--- src/rtl/axi_pkg.sv ---
// AXI address-phase field types used by the protection unit.
package axi_pkg;

  typedef logic [7:0] len_t;
  typedef logic [2:0] size_t;

  typedef enum logic [1:0] {
    BURST_FIXED = 2'b00,
    BURST_INCR  = 2'b01,
    BURST_WRAP  = 2'b10
  } burst_t;

endpackage

--- src/rtl/pu_pkg.sv ---
// Protection-unit shared types and the burst span helper.
package pu_pkg;
  import axi_pkg::*;

  // Widest address the span helper supports; one extra bit holds the carry.
  localparam int unsigned PU_MAX_AW = 64;
  localparam int unsigned PU_SW     = PU_MAX_AW + 1;

  typedef struct packed {
    logic read;
    logic write;
  } policy_entry_t;

  typedef logic [3:0] region_idx_t;
  typedef logic [3:0] domain_idx_t;

  typedef struct packed {
    logic [PU_SW-1:0] start;
    logic [PU_SW-1:0] last;
    logic             carry;
  } span_t;

  // First/last byte touched by a burst. WRAP covers its whole wrap container.
  // carry is set when the last byte lies beyond an aw-bit address space.
  function automatic span_t span_calc(input logic [PU_MAX_AW-1:0] addr,
                                      input int unsigned          aw,
                                      input len_t                 len,
                                      input size_t                size,
                                      input burst_t               burst);
    span_t            r;
    logic [PU_SW-1:0] beat_bytes;
    logic [PU_SW-1:0] burst_bytes;
    logic [PU_SW-1:0] span;
    beat_bytes  = PU_SW'(1) << size;
    burst_bytes = (PU_SW'(len) + PU_SW'(1)) << size;
    r.start     = {1'b0, addr};
    case (burst)
      BURST_FIXED: span = beat_bytes - PU_SW'(1);
      BURST_WRAP: begin
        r.start = r.start & ~(burst_bytes - PU_SW'(1));
        span    = burst_bytes - PU_SW'(1);
      end
      default:     span = burst_bytes - PU_SW'(1);
    endcase
    r.last  = r.start + span;
    r.carry = |(r.last >> aw);
    return r;
  endfunction

endpackage

--- src/rtl/policy_match.sv ---
// Combinational region and domain match vectors for stage 1.
module policy_match #(
  parameter int unsigned NUM_MEM_REGIONS = 16,
  parameter int unsigned NUM_DOMAINS     = 16,
  parameter int unsigned ID_WIDTH        = 16,
  parameter int unsigned ADDR_WIDTH      = 32,
  parameter logic [NUM_MEM_REGIONS-1:0][ADDR_WIDTH-1:0] MEM_REGIONS     = '0,
  parameter logic [NUM_MEM_REGIONS-1:0][31:0]           MEM_REGION_LSBS = '0,
  parameter logic [NUM_DOMAINS-1:0][ID_WIDTH-1:0]       DOMAIN_IDS      = '0,
  parameter logic [NUM_DOMAINS-1:0][ID_WIDTH-1:0]       DOMAIN_MASKS    = '1
) (
  input  logic [ADDR_WIDTH-1:0]      start_i,
  input  logic [ADDR_WIDTH-1:0]      last_i,
  input  logic [ID_WIDTH-1:0]        id_i,
  output logic [NUM_MEM_REGIONS-1:0] region_hit_o,
  output logic [NUM_DOMAINS-1:0]     domain_hit_o
);

  // A region matches when both ends of the span agree with its significant bits.
  for (genvar i = 0; i < NUM_MEM_REGIONS; i++) begin : g_region
    if (MEM_REGION_LSBS[i] >= ADDR_WIDTH) begin : g_all
      assign region_hit_o[i] = 1'b1;
    end else begin : g_cmp
      localparam logic [ADDR_WIDTH-1:0] SIG_MASK = {ADDR_WIDTH{1'b1}} << MEM_REGION_LSBS[i];
      assign region_hit_o[i] = ((start_i & SIG_MASK) == (MEM_REGIONS[i] & SIG_MASK)) &&
                               ((last_i  & SIG_MASK) == (MEM_REGIONS[i] & SIG_MASK));
    end
  end

  // A domain matches when every masked ID bit agrees.
  for (genvar j = 0; j < NUM_DOMAINS; j++) begin : g_domain
    assign domain_hit_o[j] = ((id_i ^ DOMAIN_IDS[j]) & DOMAIN_MASKS[j]) == '0;
  end

endmodule

--- src/rtl/policy_check_pipe.sv ---
// Two-stage elastic policy checker: stage 1 computes span and match vectors,
// stage 2 looks up the programmable table and presents grant/deny.
module policy_check_pipe
  import axi_pkg::*;
  import pu_pkg::*;
#(
  parameter int unsigned NUM_MEM_REGIONS = 16,
  parameter int unsigned NUM_DOMAINS     = 16,
  parameter int unsigned ID_WIDTH        = 16,
  parameter int unsigned ADDR_WIDTH      = 32,
  parameter logic [NUM_MEM_REGIONS-1:0][ADDR_WIDTH-1:0] MEM_REGIONS     = '0,
  parameter logic [NUM_MEM_REGIONS-1:0][31:0]           MEM_REGION_LSBS = '0,
  parameter logic [NUM_DOMAINS-1:0][ID_WIDTH-1:0]       DOMAIN_IDS      = '0,
  parameter logic [NUM_DOMAINS-1:0][ID_WIDTH-1:0]       DOMAIN_MASKS    = '1,
  parameter policy_entry_t [NUM_MEM_REGIONS-1:0][NUM_DOMAINS-1:0] POLICY_RESET = '0,
  parameter int unsigned VIOL_CNT_WIDTH  = 16
) (
  input  logic                               ACLK,
  input  logic                               ARESETN,
  input  logic                               REQ_VALID,
  output logic                               REQ_READY,
  input  logic [ID_WIDTH-1:0]                REQ_ID,
  input  logic [ADDR_WIDTH-1:0]              REQ_ADDR,
  input  len_t                               REQ_LEN,
  input  size_t                              REQ_SIZE,
  input  burst_t                             REQ_BURST,
  input  logic                               REQ_RW,
  output logic                               RSP_VALID,
  input  logic                               RSP_READY,
  output logic                               RSP_GRANTED,
  input  logic                               CFG_WE,
  input  logic [$clog2(NUM_MEM_REGIONS)-1:0] CFG_REGION,
  input  logic [$clog2(NUM_DOMAINS)-1:0]     CFG_DOMAIN,
  input  policy_entry_t                      CFG_WDATA,
  input  logic                               CFG_LOCK,
  output logic                               CFG_LOCKED,
  input  logic                               VIOL_CLEAR,
  output logic                               VIOL_VALID,
  output logic [ID_WIDTH-1:0]                VIOL_ID,
  output logic [ADDR_WIDTH-1:0]              VIOL_ADDR,
  output logic                               VIOL_RW,
  output logic [VIOL_CNT_WIDTH-1:0]          VIOL_COUNT
);

  span_t                      span;
  logic [ADDR_WIDTH-1:0]      start_a, last_a;
  logic [NUM_MEM_REGIONS-1:0] region_hit;
  logic [NUM_DOMAINS-1:0]     domain_hit;
  logic                       unused_span_hi;

  logic                       s1_valid_q, s1_rw_q, s1_carry_q;
  logic [NUM_MEM_REGIONS-1:0] s1_region_q;
  logic [NUM_DOMAINS-1:0]     s1_domain_q;
  logic [ID_WIDTH-1:0]        s1_id_q;
  logic [ADDR_WIDTH-1:0]      s1_addr_q;

  logic                       rsp_valid_q, rsp_granted_q, rsp_rw_q;
  logic [ID_WIDTH-1:0]        rsp_id_q;
  logic [ADDR_WIDTH-1:0]      rsp_addr_q;
  logic                       grant_d;

  policy_entry_t [NUM_MEM_REGIONS-1:0][NUM_DOMAINS-1:0] table_q;
  logic                       locked_q, cfg_wr_en;

  logic                       viol_valid_q, viol_valid_d, viol_rw_q, viol_rw_d;
  logic [ID_WIDTH-1:0]        viol_id_q, viol_id_d;
  logic [ADDR_WIDTH-1:0]      viol_addr_q, viol_addr_d;
  logic [VIOL_CNT_WIDTH-1:0]  viol_cnt_q, viol_cnt_d;

  logic                       rsp_advance, req_accept, deny_hs;

  // Burst span of the incoming request.
  always_comb span = span_calc(PU_MAX_AW'(REQ_ADDR), ADDR_WIDTH, REQ_LEN, REQ_SIZE, REQ_BURST);

  assign start_a        = span.start[ADDR_WIDTH-1:0];
  assign last_a         = span.last[ADDR_WIDTH-1:0];
  assign unused_span_hi = ^{span.start[PU_SW-1:ADDR_WIDTH], span.last[PU_SW-1:ADDR_WIDTH]};

  policy_match #(
    .NUM_MEM_REGIONS (NUM_MEM_REGIONS),
    .NUM_DOMAINS     (NUM_DOMAINS),
    .ID_WIDTH        (ID_WIDTH),
    .ADDR_WIDTH      (ADDR_WIDTH),
    .MEM_REGIONS     (MEM_REGIONS),
    .MEM_REGION_LSBS (MEM_REGION_LSBS),
    .DOMAIN_IDS      (DOMAIN_IDS),
    .DOMAIN_MASKS    (DOMAIN_MASKS)
  ) u_match (
    .start_i      (start_a),
    .last_i       (last_a),
    .id_i         (REQ_ID),
    .region_hit_o (region_hit),
    .domain_hit_o (domain_hit)
  );

  assign rsp_advance = !rsp_valid_q || RSP_READY;
  assign REQ_READY   = !s1_valid_q || rsp_advance;
  assign req_accept  = REQ_VALID && REQ_READY;
  assign deny_hs     = rsp_valid_q && RSP_READY && !rsp_granted_q;

  // Stage 1 register: match vectors and request attributes.
  always_ff @(posedge ACLK or negedge ARESETN) begin
    if (!ARESETN) begin
      s1_valid_q  <= 1'b0;
      s1_rw_q     <= 1'b0;
      s1_carry_q  <= 1'b0;
      s1_region_q <= '0;
      s1_domain_q <= '0;
      s1_id_q     <= '0;
      s1_addr_q   <= '0;
    end else begin
      if (REQ_READY) s1_valid_q <= REQ_VALID;
      if (req_accept) begin
        s1_rw_q     <= REQ_RW;
        s1_carry_q  <= span.carry;
        s1_region_q <= region_hit;
        s1_domain_q <= domain_hit;
        s1_id_q     <= REQ_ID;
        s1_addr_q   <= REQ_ADDR;
      end
    end
  end

  // Stage 2 decision against the live table contents.
  always_comb begin
    grant_d = 1'b0;
    for (int unsigned i = 0; i < NUM_MEM_REGIONS; i++) begin
      for (int unsigned j = 0; j < NUM_DOMAINS; j++) begin
        if (s1_region_q[i] && s1_domain_q[j] &&
            (s1_rw_q ? table_q[i][j].write : table_q[i][j].read)) begin
          grant_d = 1'b1;
        end
      end
    end
    if (s1_carry_q) grant_d = 1'b0;
  end

  // Response register; holds while the consumer stalls.
  always_ff @(posedge ACLK or negedge ARESETN) begin
    if (!ARESETN) begin
      rsp_valid_q   <= 1'b0;
      rsp_granted_q <= 1'b0;
      rsp_rw_q      <= 1'b0;
      rsp_id_q      <= '0;
      rsp_addr_q    <= '0;
    end else if (rsp_advance) begin
      rsp_valid_q <= s1_valid_q;
      if (s1_valid_q) begin
        rsp_granted_q <= grant_d;
        rsp_rw_q      <= s1_rw_q;
        rsp_id_q      <= s1_id_q;
        rsp_addr_q    <= s1_addr_q;
      end
    end
  end

  assign cfg_wr_en = CFG_WE && !locked_q &&
                     (32'(CFG_REGION) < NUM_MEM_REGIONS) &&
                     (32'(CFG_DOMAIN) < NUM_DOMAINS);

  // Policy table and lock; a write alongside the lock pulse still lands.
  always_ff @(posedge ACLK or negedge ARESETN) begin
    if (!ARESETN) begin
      table_q  <= POLICY_RESET;
      locked_q <= 1'b0;
    end else begin
      if (cfg_wr_en) table_q[CFG_REGION][CFG_DOMAIN] <= CFG_WDATA;
      locked_q <= locked_q | CFG_LOCK;
    end
  end

  // Violation record next state; a clear coinciding with a deny keeps that deny.
  always_comb begin
    viol_valid_d = viol_valid_q;
    viol_id_d    = viol_id_q;
    viol_addr_d  = viol_addr_q;
    viol_rw_d    = viol_rw_q;
    viol_cnt_d   = viol_cnt_q;
    if (VIOL_CLEAR) begin
      viol_valid_d = 1'b0;
      viol_id_d    = '0;
      viol_addr_d  = '0;
      viol_rw_d    = 1'b0;
      viol_cnt_d   = '0;
    end
    if (deny_hs) begin
      if (VIOL_CLEAR)              viol_cnt_d = VIOL_CNT_WIDTH'(1);
      else if (viol_cnt_q != '1)   viol_cnt_d = viol_cnt_q + 1'b1;
      if (VIOL_CLEAR || !viol_valid_q) begin
        viol_valid_d = 1'b1;
        viol_id_d    = rsp_id_q;
        viol_addr_d  = rsp_addr_q;
        viol_rw_d    = rsp_rw_q;
      end
    end
  end

  // Violation record register.
  always_ff @(posedge ACLK or negedge ARESETN) begin
    if (!ARESETN) begin
      viol_valid_q <= 1'b0;
      viol_id_q    <= '0;
      viol_addr_q  <= '0;
      viol_rw_q    <= 1'b0;
      viol_cnt_q   <= '0;
    end else begin
      viol_valid_q <= viol_valid_d;
      viol_id_q    <= viol_id_d;
      viol_addr_q  <= viol_addr_d;
      viol_rw_q    <= viol_rw_d;
      viol_cnt_q   <= viol_cnt_d;
    end
  end

  assign RSP_VALID   = rsp_valid_q;
  assign RSP_GRANTED = rsp_granted_q;
  assign CFG_LOCKED  = locked_q;
  assign VIOL_VALID  = viol_valid_q;
  assign VIOL_ID     = viol_id_q;
  assign VIOL_ADDR   = viol_addr_q;
  assign VIOL_RW     = viol_rw_q;
  assign VIOL_COUNT  = viol_cnt_q;

endmodule

--- config.mk ---
export PLATFORM = sky130hd
export DESIGN_NAME = policy_check_pipe
export DESIGN_NICKNAME = d
export VERILOG_FILES = /design/src/rtl/axi_pkg.sv /design/src/rtl/pu_pkg.sv /design/src/rtl/policy_match.sv /design/src/rtl/policy_check_pipe.sv
export SDC_FILE = /design/constraint.sdc
export NUM_CORES = 1
export LEC_CHECK = 0
export CAP_MARGIN = 20
export CORE_MARGIN = 4
export CORE_UTILIZATION = 25
export CTS_CLUSTER_SIZE = 28
export DETAILED_ROUTE_END_ITERATION = 8
export PLACE_DENSITY = 0.38
export SYNTH_ARGS = -nofsm -noshare
export SYNTH_HDL_FRONTEND = slang
export SYNTH_HIERARCHICAL = 1
export SYNTH_SLANG_ARGS = --single-unit
--- constraint.sdc ---
create_clock -name ACLK -period 3 [get_ports ACLK]
set_clock_uncertainty 0.05 [all_clocks]
set_input_delay 0.45 -clock ACLK [delete_from_list [all_inputs] [get_ports ACLK]]
set_output_delay 0.45 -clock ACLK [all_outputs]
set_load 0.01 [all_outputs]
==> out/qor.txt, run 1 <==
Maxcap violations -> 0
Worst Setup End Kind -> flip-flop
Grt ovf -> 0
Horiz. Die Dim -> 381.6 um
Via Count -> 26,466
Antenna violations before repair -> 2
Total power -> 24.18 mW
Slew @ Worst Pin -> 0.6194 ns
Most frequent cells in the layout -> 710 x dfrtp_1, 649 x mux2_2, 373 x nand2_1, 345 x buf_4, 144 x nor2_1
Die area -> 145,600 um2
Initial Util -> 25.29%
RSZ-0062 raised after global routing -> true
Mean Syn Cell Area -> 11.47 um2
Vias in the first global route -> 28,264
Biggest area consumer among synthesized cells -> dfrtp_1
CP Launch Type -> input pin
Share of the synthesized area in the top cell type -> 51.13%
Setup-failing EPs final -> 18
Crit Path Max Fanout -> 8
Routed Antenna Nets -> 0
Area growth syn-to-layout -> 29.32%
Hold Path Class -> in -> reg
CORE AREA -> 138,000 um2
Layout cell share with drive strength beyond 1 -> 38.39%
Syn nets -> 3,161
Num CTS Buffers -> 85
Mean number of vias per cell -> 4.921
GPL Wtd Cong -> 0.8076
Cell leakage power -> 20.52 nW
Row count -> 136
Final hold vios -> 0
Synth Warn # -> 6
Slew headroom -> 58.70%
Slew Limit Fails -> 0
Nets -> 3,562
Chip Height -> 381.6 um
Failing checks -> setup timing
First-pass GRT wire length -> 189,300 um
Max IR drop VDD -> 0.0004179 V
Setup TNS -> -37.55 ns
Post-synthesis register bit count -> 713
Cells on Worst Hold Path -> 2
Clock Tree Buf Depth -> 3
Final period util -> 175.7%
Sequential share of the synthesized area -> 51.13%
Port Buffers -> 148
Clock insertion delay at the later pin of the skew report -> 0.66 ns
Crit-path max cell delay -> 0.44 ns
Total track usage -> 16.96%
Post-synth EDFFs -> 0
CP arrival -> 5.82 ns
Commonest non-fill, non-tap cell in the layout -> dfrtp_1
HPWL after DPL -> 85,290 um
Post-Syn Instances -> 3,043
Min Tclk post-route -> 5.271 ns
Drc violations -> 0
Setup ws final -> -2.271 ns
Cell area after synthesis -> 34,900 um2
Top_reg_cell synth -> dfrtp_1
Most numerous cell on the critical path -> buf_6
Starting DRC count in detailed routing -> 1,831
Clock-pin slew on the worst setup and hold paths -> 0.06 ns
PD cells -> 535.9 nW/um2
Critical Path RT -> 3.55 ns
Root Buffer -> clkbuf_16
Final Util -> 32.70%
Status -> finished with violations
Largest net degree at the start of global routing -> 90
Detailed Route WL -> 125,500 um
Slowest cell on crit path -> a311oi_4
Async SR Flop Fraction -> 100.0%
Crit path kind -> in -> reg
# H-tree levels -> 3
Distinct cells, synth -> 81
CTS sink count -> 713
IO Count -> 149
Main area contributors after synthesis -> dfrtp_1 51%, mux2_2 21%, nand2_1 4.1%, clkbuf_1 2.0%, a221oi_1 1.7%
First-pass DRT Iterations -> 5
Max Clock Freq -> 189.7 MHz
DR WL/cell -> 23.34 um
CTS tree -> yes
Worst reg-to-reg path cell count -> 12
cells in the mapped netlist (21+ instances only):
cell type  number
xor2_1         28
buf_4          30
ha_1           38
a22o_1         59
nor3_1         34
dfrtp_1       713
nand4_1        48
buf_1          25
xnor2_1        21
mux2_2        661
o211ai_1       54
nor2_1        147
nor4_1         31
clkbuf_1      185
a222oi_1       32
a22oi_1        49
nand2b_1       22
a21oi_1        70
o21ai_0        29
nor2b_1        31
a221oi_1       67
nand3_1        69
nand2_1       382
flip-flops by register name, summed over array words and instances, names as in the netlist:
signal,cells
rsp_id_q,16
rsp_addr_q,32
s1_rw_q,1
VIOL_ID,16
VIOL_COUNT,16
VIOL_VALID,1
s1_addr_q,32
RSP_GRANTED,1
VIOL_ADDR,32
RSP_VALID,1
s1_valid_q,1
s1_id_q,16
table_q,512
s1_domain_q,16
rsp_rw_q,1
CFG_LOCKED,1
s1_region_q,16
VIOL_RW,1
s1_carry_q,1
stage by stage:
stage	setup slack, ns	instance area (um2)	hold WS, ns	instances
6_report	-2.271	45130	0.1735	5378
5_1_grt	-2.442	45130	0.1677	5378
4_1_cts	-2.266	44740	0.1188	5361
3_5_place_dp	-3.804	41360	0.4016	5184
3_3_place_gp	-3.691	41360	0.3983	5184
2_1_floorplan	-2.758	35140	0.1044	3043
layout make-up:
class,count,area (um2)
timing repair buffer,565,5315
tap,1863,2331
multi-input combinational,2063,16720
clock inverter,26,345.3
antenna,1,2.502
inverter,16,63.81
sequential,713,17850
fill,13835,92880
clock buffer,131,2502
worst max-delay path, delay by kind of cell:
kind,cells,cell delay (ns)
buf+inv,8,1.23
simple gates,8,1.42
compound gates,8,1.73
xor+xnor,2,0.14
mux,3,0.55
fa+ha+maj,1,0.29
per-layer routing:
layer / part of all wire [%] / global-route usage, %
met3: 3.4 / 2.025
met2: 49 / 28.65
met4: 1.7 / 3.917
met1: 46 / 23.23
met5: 0.016 / 0
power breakdown:
group	internal (mW)	switching [mW]	leakage (nW)
logic	1.53	1.74	9.45
clock network	6.35	4.24	1.40
registers	10.0	0.273	9.67
path summary, 6_finish.rpt:
path | slack [ns] | from | end
worst max-delay path | -2.27 | REQ_SIZE[1] | s1_region_q[4]$_DFFE_PN0P_
worst min-delay path | 0.17 | CFG_WDATA[1] | table_q[111]$_DFFE_PN0P_
worst max register to register | -0.13 | s1_rw_q$_DFFE_PN0P_ | RSP_GRANTED$_DFFE_PN0P_
worst min register to register | 0.39 | rsp_rw_q$_DFFE_PN0P_ | VIOL_RW$_DFF_PN0_
max in group asynchronous | 1.59 | ARESETN | VIOL_VALID$_DFF_PN0_
min in group asynchronous | 0.28 | ARESETN | table_q[424]$_DFFE_PN0P_
kinds of logic (layout without fill, tap and decap cells):
logic type	count (synthesis)	in the layout	synth area share (%)
multiplexers	666	666	21.47
XOR/XNOR	50	50	1.276
other	0	1	0
adder cells (fa/ha/maj)	39	39	1.420
AO/OA/AOI/OAI	478	478	10.47
buffers and inverters	267	738	3.252
flip-flops	713	713	51.13
AND/OR/NAND/NOR	830	830	10.98
timing repair:
action | CTS | global route
hold endpoints to repair | 41 | 0
gates resized for setup | 106 | 64
hold buffers | 1 | 0
setup buffers | 18 | 16
cloned | 1 | 0
pin swaps | 44 | 38
endpoints found under the setup margin | 18 | 18
Note: power is estimated with default switching activity, not from simulation.
==> inputs of run 2 (changes only) <==
- CTS_BUF_LIST: not set -> sky130_fd_sc_hd__clkbuf_8
- GPL_ROUTABILITY_DRIVEN: not set -> 0
==> run 2 against run 1 <==
Power decreased by 4.5%. Highest routed layer is now met4. Register-to-register slack improved by 0.13 ns. First-iteration DRC count rose by 2.5%. Clock power down 10%. Design area decreased by 0.97%. Critical path depth increased by 1. Core utilization decreased by 0.32 points. The run still ends with setup timing left.
==> out/qor.txt, run 2 (synthesized netlist as in run 1, its figures left out) <==
Die area -> 145,600 um2
Hold Path Class -> in -> async
HPWL after DPL -> 85,800 um
PD cells -> 516.6 nW/um2
Int Pwr -> 16.76 mW
Drc violations -> 0
Cell leakage power -> 20.53 nW
Area growth syn-to-layout -> 28.06%
Starting DRC count in detailed routing -> 1,877
Layout cell share with drive strength beyond 1 -> 39.05%
Sequential Power Share -> 44.6%
CTS sink count -> 713
Worst Setup End Kind -> flip-flop
Vias in the first global route -> 28,971
Largest net degree at the start of global routing -> 103
Setup ws final -> -2.222 ns
Root Buffer -> clkbuf_8
Antenna violations before repair -> 4
Clock Tree Buf Depth -> 3
Switch share -> 27.41%
Grt ovf -> 0
Mean number of vias per cell -> 4.917
Failing checks -> setup timing
CTS tree -> yes
Commonest non-fill, non-tap cell in the layout -> dfrtp_1
Crit path kind -> in -> reg
# H-tree levels -> 4
Final Util -> 32.38%
Placed insts -> 5,183
Crit Path Max Fanout -> 8
IO Count -> 149
Final hold vios -> 0
Net Switching -> 6.329 mW
Clock Power Share -> 41.2%
DR WL/cell -> 23.44 um
CP arrival -> 5.91 ns
Slowest cell on crit path -> o41ai_4
Min Tclk post-route -> 5.222 ns
Critical Path RT -> 3.69 ns
Detailed Route WL -> 127,500 um
First-pass DRT Iterations -> 5
Horiz. Die Dim -> 381.6 um
Crit path buf inv count -> 7
Layout Cells excl Fill -> 5,439
Cell family with most CP delay -> simple AND/OR/NAND/NOR gates
Total track usage -> 17.30%
First-pass GRT wire length -> 191,600 um
Initial Util -> 25.29%
Status -> finished with violations
Max IR drop VDD -> 0.0002554 V
Row count -> 136
Slew @ Worst Pin -> 0.6912 ns
Max Clock Freq -> 191.5 MHz
Clock insertion delay at the later pin of the skew report -> 0.82 ns
Largest Register -> table_q
Most frequent cells in the layout -> 710 x dfrtp_1, 647 x mux2_2, 377 x nand2_1, 339 x buf_4, 175 x clkbuf_8
Via Count -> 26,745
RSZ-0062 raised after global routing -> true
Setup TNS -> -36.51 ns
Maxcap violations -> 0
Port Buffers -> 148
Num CTS Buffers -> 135
Slew headroom -> 53.92%
Nets -> 3,595
Crit-path max cell delay -> 0.41 ns
Routed Antenna Nets -> 0
Max FFs per register -> 512
Final period util -> 174.1%
Chip Height -> 381.6 um
Hold_ws -> 0.1145 ns
Setup-failing EPs final -> 17
CP Launch Type -> input pin
Clock-pin slew on the worst setup and hold paths -> 0.06 ns
Combinational fraction of design power -> 14.2%
CORE AREA -> 138,000 um2
Most numerous cell on the critical path -> buf_6
Slew Limit Fails -> 0
Filler cell count -> 13,934
[run 2: final cells by class]
cell class                      count  area (um2)  area share, %
Antenna cell                        1       2.502       0.005600
Clock buffer                      175        2409          5.390
Clock inverter                     60       276.5         0.6188
Inverter                           16       60.06         0.1344
Multi-Input combinational cell   2063       16660          37.27
Sequential cell                   713       17850          39.94
Tap cell                         1863        2331          5.216
Timing Repair Buffer              548        5105          11.42
[run 2: through the flow]
step | setup slack, ns | power (mW) | instance area [um2]
after floorplan | -2.758 | 11.90 | 35140
after global placement | -3.896 | 13.60 | 41340
after detailed placement | -3.767 | 13.63 | 41340
after CTS | -2.209 | 23.41 | 44350
after global routing | -2.400 | 24.21 | 44690
final | -2.222 | 23.08 | 44690
[run 2: power groups by stage]
stage / clock network (mW) / registers (mW) / logic, mW
after global routing: 10.3 / 10.3 / 3.57
after CTS: 9.86 / 10.3 / 3.24
after global placement: 0 / 10.5 / 3.12
final: 9.50 / 10.3 / 3.28
after floorplan: 0 / 10.4 / 1.46
after detailed placement: 0 / 10.5 / 3.14
[run 2: worst register-to-register path: cells and delay by family (launching register included)]
family / cells / cell delay [ns]
multiplexers: 1 / 0.37
flip-flops: 1 / 0.43
buffers and inverters: 2 / 0.34
AND/OR/NAND/NOR: 3 / 0.67
AO/OA/AOI/OAI: 5 / 1.03
[run 2: final timing paths]
path | startpoint | end | slack, ns | cells past startpoint
min | ARESETN | table_q[234]$_DFFE_PN0P_ | 0.11 | 2
max reg2reg | s1_rw_q$_DFFE_PN0P_ | RSP_GRANTED$_DFFE_PN0P_ | 0 | 11
max in group asynchronous | ARESETN | s1_id_q[5]$_DFFE_PN0P_ | 1.80 | 4
min reg2reg | rsp_addr_q[2]$_DFFE_PN0P_ | VIOL_ADDR[2]$_DFF_PN0_ | 0.39 | 2
max | REQ_LEN[0] | s1_region_q[10]$_DFFE_PN0P_ | -2.22 | 31
min in group ACLK | CFG_WDATA[1] | table_q[101]$_DFFE_PN0P_ | 0.14 | 2
[run 2: metal layers]
metal  vias up  GRT usage (%)  part of all wire, %
met2       585          28.37                   47
met4         0          5.025                  2.3
met5         -              0                    0
met1     13974          23.49                   46
met3       176          2.888                  3.9
li1      12010              -                    -
[run 2: timing repair]
item | in CTS | in global routing
hold endpoints to repair | 401 | 0
pin swaps | 24 | 27
hold buffers | 1 | 0
setup endpoints to repair | 18 | 18
gates cloned | 2 | 0
resized for setup | 72 | 69
buffers inserted | 12 | 5
==> inputs of run 3 (changes only) <==
--- a/constraint.sdc
+++ b/constraint.sdc
@@ -4,2 +4,2 @@
 set_output_delay 0.45 -clock ACLK [all_outputs]
-set_load 0.01 [all_outputs]
+set_load 0.05 [all_outputs]
==> run 3 against run 2 <==
The run still ends with setup timing left. Combinational power grew 12%. Flip-flop and latch count unchanged. Sequential power hardly changed. Critical path depth is 1 higher. Power is 0.74% higher. Non-clock buffer count down 2. Clock power is 2.3% lower. Worst hold slack better by 0.0046 ns. Sequential share of layout area rose by 0.089 points. Highest routed layer unchanged.
==> out/qor.txt, run 3 (synthesized netlist as in run 1, its figures left out) <==
Initial Util -> 25.29%
CP arrival -> 5.93 ns
Largest net degree at the start of global routing -> 103
Post-route cell area -> 44,600 um2
Via Count -> 26,829
Num CTS Buffers -> 137
Failing checks -> setup timing
Layout cell share with drive strength beyond 1 -> 38.60%
Maxcap violations -> 0
Clock-pin slew on the worst setup and hold paths -> 0.06 ns
Filler cell count -> 14,015
Crit Path Max Fanout -> 8
Starting DRC count in detailed routing -> 1,889
Total power -> 23.26 mW
Detailed Route WL -> 127,500 um
Area growth syn-to-layout -> 27.79%
Final period util -> 174.5%
Status -> finished with violations
Max FFs per register -> 512
First-pass GRT wire length -> 192,800 um
Hold Path Class -> in -> async
Max Clock Freq -> 191.1 MHz
CP Launch Type -> input pin
Slew Limit Fails -> 0
Largest Register -> table_q
Most numerous cell on the critical path -> buf_4
Layout Cells excl Fill -> 5,440
Root Buffer -> clkbuf_8
Most frequent cells in the layout -> 708 x dfrtp_1, 649 x mux2_2, 376 x nand2_1, 336 x buf_4, 168 x clkbuf_8
Grt ovf -> 0
Nets -> 3,595
Slowest cell on crit path -> or3_1
Chip Height -> 381.6 um
CTS tree -> yes
Antenna violations before repair -> 3
PD cells -> 521.5 nW/um2
Placed insts -> 5,183
Slew headroom -> 52.65%
Min Tclk post-route -> 5.234 ns
CP Launch Point -> REQ_SIZE[1]
Worst Setup End Kind -> flip-flop
Critical Path RT -> 3.69 ns
Clock insertion delay at the later pin of the skew report -> 0.81 ns
# H-tree levels -> 4
IO Count -> 149
Drc violations -> 0
Row count -> 136
Crit-path max cell delay -> 0.38 ns
Max IR drop VDD -> 0.0002544 V
Setup TNS -> -36.89 ns
Mean number of vias per cell -> 4.932
Setup-failing EPs final -> 17
Commonest non-fill, non-tap cell in the layout -> dfrtp_1
Total track usage -> 17.37%
Setup ws final -> -2.234 ns
Post-Place Cell Area -> 41,340 um2
CTS sink count -> 713
Final hold vios -> 0
Cell leakage power -> 20.55 nW
Routed Antenna Nets -> 0
Crit path kind -> in -> reg
DR WL/cell -> 23.44 um
Die area -> 145,600 um2
Port Buffers -> 148
HPWL after DPL -> 85,710 um
Final Util -> 32.31%
First-pass DRT Iterations -> 6
CORE AREA -> 138,000 um2
Reg2reg start -> s1_domain_q[9]$_DFFE_PN0P_
Horiz. Die Dim -> 381.6 um
RSZ-0062 raised after global routing -> true
Slew @ Worst Pin -> 0.7103 ns
Vias in the first global route -> 29,144
Clock Tree Buf Depth -> 3
[run 3: changes by cell type in the layout (fill, tap and decap cells not counted), moves of 3 or more]
| cell | delta |
|---|---|
| clkinvlp_4 | -3 |
| o21ai_1 | -3 |
| inv_1 | +12 |
| buf_4 | -3 |
| clkbuf_8 | -7 |
| o21ai_0 | +3 |
[run 3: cell type report]
cell class / instances / area, um2 / share of cell area (%)
tap: 1863 / 2331 / 5.227
sequential: 713 / 17850 / 40.03
timing repair buffer: 546 / 5115 / 11.47
inverter: 16 / 60.06 / 0.1347
antenna: 2 / 5.005 / 0.01122
clock buffer: 168 / 2312 / 5.185
multi-input combinational: 2063 / 16620 / 37.27
clock inverter: 69 / 300.3 / 0.6734
[run 3: report_power, final]
part	switching (mW)	total, mW	internal, mW
combinational	2.17	3.67	1.50
clock	4.27	9.28	5.02
sequential	0.252	10.3	10.0
total	6.69	23.3	16.6
[run 3: through the flow]
stage               setup slack [ns]  hold slack, ns
floorplan                     -2.758          0.1044
global placement              -3.895          0.3623
detailed placement            -3.734          0.3648
CTS                           -2.165         0.02520
global route                  -2.456         0.07253
finish                        -2.234          0.1191
[run 3: path summary, 6_finish.rpt]
kind | cells after the start | to | slack (ns)
max | 32 | s1_region_q[7]$_DFFE_PN0P_ | -2.23
min | 2 | table_q[234]$_DFFE_PN0P_ | 0.12
max reg2reg | 11 | RSP_GRANTED$_DFFE_PN0P_ | 0.06
min reg2reg | 2 | VIOL_ADDR[2]$_DFF_PN0_ | 0.41
max in group asynchronous | 4 | rsp_id_q[12]$_DFFE_PN0P_ | 1.79
min in group ACLK | 2 | table_q[101]$_DFFE_PN0P_ | 0.14
[run 3: what timing repair did]
| action | in CTS | in global routing |
|---|---|---|
| hold buffers | 1 | 0 |
| buffers inserted | 11 | 4 |
| endpoints found under the setup margin | 18 | 18 |
| pin swaps | 37 | 33 |
| cloned | 2 | 0 |
| endpoints found under the hold margin | 408 | 0 |
| gates resized for setup | 95 | 40 |
[run 3: critical path, delay by kind of cell]
family / cells / cell delay (ns)
XOR/XNOR: 2 / 0.40
AO/OA/AOI/OAI: 8 / 1.33
buffers and inverters: 8 / 1.33
multiplexers: 1 / 0.14
AND/OR/NAND/NOR: 12 / 2.02
adder cells (fa/ha/maj): 1 / 0.24
[run 3: routing by layer]
metal | vias to the layer above | track usage (%) | part of all wire [%]
met1 | 14085 | 23.71 | 46
met3 | 173 | 2.883 | 3.9
met2 | 569 | 28.33 | 47
met5 | - | 0 | 0
met4 | 0 | 5.082 | 2.4
li1 | 12002 | - | -
